## config.mk

```make
export PLATFORM = sky130hd
export DESIGN_NAME = mul_sequencer
export DESIGN_NICKNAME = d
export VERILOG_FILES = /design/src/rtl/mul_sequencer.sv
export SDC_FILE = /design/constraint.sdc
export NUM_CORES = 1
export LEC_CHECK = 0
export ABC_AREA = 1
export CORE_UTILIZATION = 40
export CTS_BUF_LIST = sky130_fd_sc_hd__clkbuf_2
export CTS_CLUSTER_DIAMETER = 120
export DETAILED_ROUTE_END_ITERATION = 8
export PLACE_DENSITY = 0.69
export SYNTH_ARGS = -nofsm -noshare
export SYNTH_HDL_FRONTEND = slang
export SYNTH_SLANG_ARGS = --single-unit
```

## constraint.sdc

```tcl
create_clock -name Clk -period 6.15 [get_ports Clk]
set_input_delay 0.9225 -clock Clk [delete_from_list [all_inputs] [get_ports Clk]]
set_output_delay 0.9225 -clock Clk [all_outputs]
set_load 0.02 [all_outputs]
```

## src/rtl/mul_sequencer.sv

```systemverilog
// Iterative shift-add multiplier for the EX stage.
// Holds the pipeline while it iterates and returns a registered product.
module mul_sequencer #(
    parameter int WIDTH = 32
) (
    input  logic             Clk,
    input  logic             Reset,
    input  logic             Start,
    input  logic [5:0]       ALUControl,
    input  logic [WIDTH-1:0] A,
    input  logic [WIDTH-1:0] B,
    input  logic             Flush,
    output logic             Stall,
    output logic             Done,
    output logic [WIDTH-1:0] Result,
    output logic [WIDTH-1:0] ProductHi
);

    localparam logic [5:0] OP_MUL = 6'b011000;
    localparam int         CW     = $clog2(WIDTH);

    typedef enum logic [1:0] {
        IDLE,
        RUN,
        DONE
    } state_t;

    state_t           state;
    logic [WIDTH:0]   acc;
    logic [WIDTH-1:0] lo;
    logic [WIDTH-1:0] mcand;
    logic [CW-1:0]    count;

    logic             accept;
    logic             last;
    logic [WIDTH:0]   sum;
    logic [WIDTH-1:0] lo_next;

    // Accept decode and freeze request; DONE never stalls.
    assign accept  = (state == IDLE) & Start & (ALUControl == OP_MUL) & ~Flush;
    assign Stall   = accept | ((state == RUN) & ~Flush);

    // One shift-add step; the add carry lands in sum's MSB.
    assign sum     = lo[0] ? acc + {1'b0, mcand} : acc;
    assign lo_next = {sum[0], lo[WIDTH-1:1]};
    assign last    = (count == CW'(WIDTH - 1));

    // Sequencer state, datapath registers and registered outputs.
    always_ff @(posedge Clk or posedge Reset) begin
        if (Reset) begin
            state     <= IDLE;
            acc       <= '0;
            lo        <= '0;
            mcand     <= '0;
            count     <= '0;
            Done      <= 1'b0;
            Result    <= '0;
            ProductHi <= '0;
        end else begin
            Done <= 1'b0;
            case (state)
                IDLE: begin
                    if (accept) begin
                        mcand <= A;
                        acc   <= '0;
                        lo    <= B;
                        count <= '0;
                        state <= RUN;
                    end
                end
                RUN: begin
                    if (Flush) begin
                        state <= IDLE;
                        count <= '0;
                    end else begin
                        acc   <= {1'b0, sum[WIDTH:1]};
                        lo    <= lo_next;
                        count <= count + 1'b1;
                        if (last) begin
                            state     <= DONE;
                            count     <= '0;
                            Done      <= 1'b1;
                            Result    <= lo_next;
                            ProductHi <= sum[WIDTH:1];
                        end
                    end
                end
                DONE: begin
                    state <= IDLE;
                    count <= '0;
                end
                default: begin
                    state <= IDLE;
                    count <= '0;
                end
            endcase
        end
    end

endmodule

```

==> run_results.csv <==
group,metric,value,unit
logic_synthesis,ys_types,34,
clock_network,clkSlewWorstSetupHoldPaths,320,ps
sta,rsz0062_at_grt,"no",
setup_path,cp.arrival,3550,ps
logic_synthesis,syn_nets,1390,
grt,grt_first_pass_wirelength,40.2,mm
pwr,powerDensity,221,nW/µm²
sta,max_freq,223,MHz
setup_path,critical_path.top_delay_family,"buffers and inverters",
clock_network,cts_buffers,17,
setup_path,cpPeakStageDelay,670,ps
cells_and_area,sequential_cell_area,4200,µm²
logic_synthesis,postSynthRegisterBits,168,
route,drt-wirelength-per-cell,13.9,µm
route,wirelength_met1,11.7,mm
sta,finalSetupTns,0,ps
die,dieWidth,155,µm
placement,place.gp.congestion,0.929,
sta,finalSetupViolCount,0,
sta,final.setup_skew,38.0,ps
sta,finalCritPeriodShare,0.728,
cells_and_area,fin_cells,1730,
placement,cell_count_after_placement,1697,
sta,final_hold_viol_count,0,
placement,detailed_place_hpwl,17.8,mm
logic_synthesis,synthesis.instances,1281,
die,ioPinCount,140,
die,core.rowCount,55,
die,die_area,23900,µm²
route,drt-vias-per-instance,4.78,
logic_synthesis,synth_flop_cell,"sky130_fd_sc_hd__dfrtp_1",
logic_synthesis,synth-edff-count,0,
logic_synthesis,synth.cell_area,9330,µm²
setup_path,r2r_setup_slack,2370,ps
grt,grt.total_usage,0.214,
sta,post-route-min-period,4480,ps
cells_and_area,fillerInstances,2292,
route,detailedRoute.firstIterationViolations,564,
clock_network,clkSinkCount,168,
logic_synthesis,most_frequently_used_cell_type_in_the_post_synthesis_netlist,"sky130_fd_sc_hd__nand2_1",
route,met3_length,980,µm
run_status,run_status,"finished, final reports clean",
logic_synthesis,synth_largest_area_cell,"sky130_fd_sc_hd__dfrtp_1",
pwr,leakagePower,5.92,nW
pwr,vdd_ir_drop_max,0.0995,mV
setup_path,cp-startpoint,"state[1]",
sta,slew_violations,0,
logic_synthesis,synth-warning-count,0,
clock_network,cts_resized,0,
job,drv.max_cap_violation_count,0,
placement,place.port_buffers,139,
route,remaining_drc_errors,0,
setup_path,worstPathCellList,"nor2_4 -> buf_4 -> inv_2 -> nor2_4 -> nor2_1 -> inv_2 -> clkdlybuf4s50_1",
setup_path,r2r_start,"state[1]",
clock_network,clockRootBuffer,"sky130_fd_sc_hd__clkbuf_2",
setup_path,critical_path_class,"reg2out",
die,dieHeight,155,µm
logic_synthesis,ys_seq_area_frac,0.451,
logic_synthesis,post_synth.cell_area_avg,7.28,µm²
sta,worst_pin_slew,977,ps
cells_and_area,drive_gt1_frac,0.0473,
route,route.vias.total,8273,
setup_path,crit-reg2reg-capture,"Result[5]",
route,top_layer,"met4",
route,detailedRoute.firstPassIterationCount,5,
cells_and_area,nNetsFinal,1512,
logic_synthesis,synth.top_cells.by_area,"sky130_fd_sc_hd__dfrtp_1, sky130_fd_sc_hd__nand2_1, sky130_fd_sc_hd__inv_1",
clock_network,cts_tree,"built",
route,drtAntennaViolNets,0,
setup_path,depth_of_the_worst_register_to_register_path,10,
setup_path,crit_path_start_kind,"flip-flop",
clock_network,post-cts-setup-buffer-count,0,
grt,maximum_number_of_pins_on_one_net_before_global_route_repair,96,
cells_and_area,multi_input_area,4270,µm²
die,coreArea,22800,µm²
grt,antenna_violations_before_repair,1,
clock_network,cts-hold-fix-buffers,0,
clock_network,cts_max_path_buffers,2,
setup_path,worstSetupPathDepth,7,
setup_path,timing.critical_path.to,"Stall",
setup_path,type_of_element_capturing_the_critical_path,"output port",
route,finalWirelength,24.1,mm
setup_path,crit_slowest_cell,"sky130_fd_sc_hd__nor2_4",
logic_synthesis,yosys.area.top_type_share,0.451,
grt,global_route.overflow_total,0,
clock_network,maximum_level_of_the_cts_h_tree,4,
setup_path,required,5230,ps
die,floorplan.initialDensity,0.409,
setup_path,crit_path_max_fanout,64,
clock_network,worstSkewPairLatency,800,ps
setup_path,path_buf_inv,4,
logic_synthesis,ys_top_cells_by_count,"sky130_fd_sc_hd__nand2_1, sky130_fd_sc_hd__inv_1, sky130_fd_sc_hd__dfrtp_1",
route,met2_wirelength,11.0,mm
logic_synthesis,ys_async_sr_fraction,1.00,
cells_and_area,syn2layout_area_growth,20.6,%
grt,first_global_vias,7887,
sta,slew-limit-headroom,0.349,
min_path,hold_path.class,"in2async",
## cell families after synthesis
family	share of synthesized area
flops	0.451
simple gates	0.301
fa+ha+maj	0.0478
buf+inv	0.0915
xor+xnor	0.0122
compound gates	0.0965
## metrics by stage
stage / util / power, W / hold WS (ps) / cell area [µm²] / setup slack, ps
2_1_floorplan: - / 0.00169 / 446 / 9330 / 681
3_3_place_gp: 0.482 / 0.00188 / 463 / 11000 / 2230
3_5_place_dp: 0.482 / 0.00189 / 466 / 11000 / 2090
4_1_cts: 0.494 / 0.00252 / 439 / 11200 / 1630
5_1_grt: 0.494 / 0.00266 / 445 / 11200 / 1420
6_report: 0.494 / 0.00249 / 504 / 11200 / 1670
## flip-flops by register name (all words and copies together) (netlist names)
name,cells
count,5
acc,32
ProductHi,32
Result,32
lo,32
mcand,32
state,2
Done,1
## worst min-delay path by stage
stage / cells past startpoint / endpoint / startpoint
2_1_floorplan: 2 / mcand[0] / mcand[0]
3_3_place_gp: 2 / mcand[26] / mcand[26]
3_5_place_dp: 2 / ProductHi[30] / ProductHi[30]
4_1_cts: 2 / Result[17] / Reset
5_1_grt: 2 / Result[17] / Reset
6_report: 2 / Result[14] / Reset
## worst register-to-register path, delay by kind of cell, from the launching register on
family                 cells  cell delay (ps)
buffers and inverters      5             1630
AND/OR/NAND/NOR            4             1500
flip-flops                 1              470
AO/OA/AOI/OAI              1               80
## final cells by class
cell class                      instances  area share
Multi-Input combinational cell        893       0.379
Sequential cell                       168       0.374
Timing Repair Buffer                  147       0.129
Inverter                              176      0.0593
Tap cell                              313      0.0348
Clock inverter                         15      0.0158
Clock buffer                           17     0.00756
Antenna cell                            1    0.000222
## where the power goes
group	leakage [nW]	internal, W	switching (W)
clock network	0.157	0.000142	0.000479
registers	2.15	0.00121	0.0000546
logic	3.61	0.000233	0.000370
## cell usage in the layout (no fill, tap or decap), types with 33 or more instances in the layout
cell type,instances
sky130_fd_sc_hd__nand2_1,507
sky130_fd_sc_hd__inv_1,169
sky130_fd_sc_hd__dfrtp_1,168
sky130_fd_sc_hd__clkdlybuf4s50_1,139
sky130_fd_sc_hd__nand3_1,96
sky130_fd_sc_hd__nor2_1,48
sky130_fd_sc_hd__o21ai_0,46
sky130_fd_sc_hd__o21ai_1,40
sky130_fd_sc_hd__ha_1,34
sky130_fd_sc_hd__o211ai_1,33
## layer usage
layer,vias up,GRT usage
met1,3799,0.296
li1,4280,-
met4,0,0.0618
met3,26,0.0361
met5,-,0
met2,168,0.344
(Power assumes the default switching activity.)
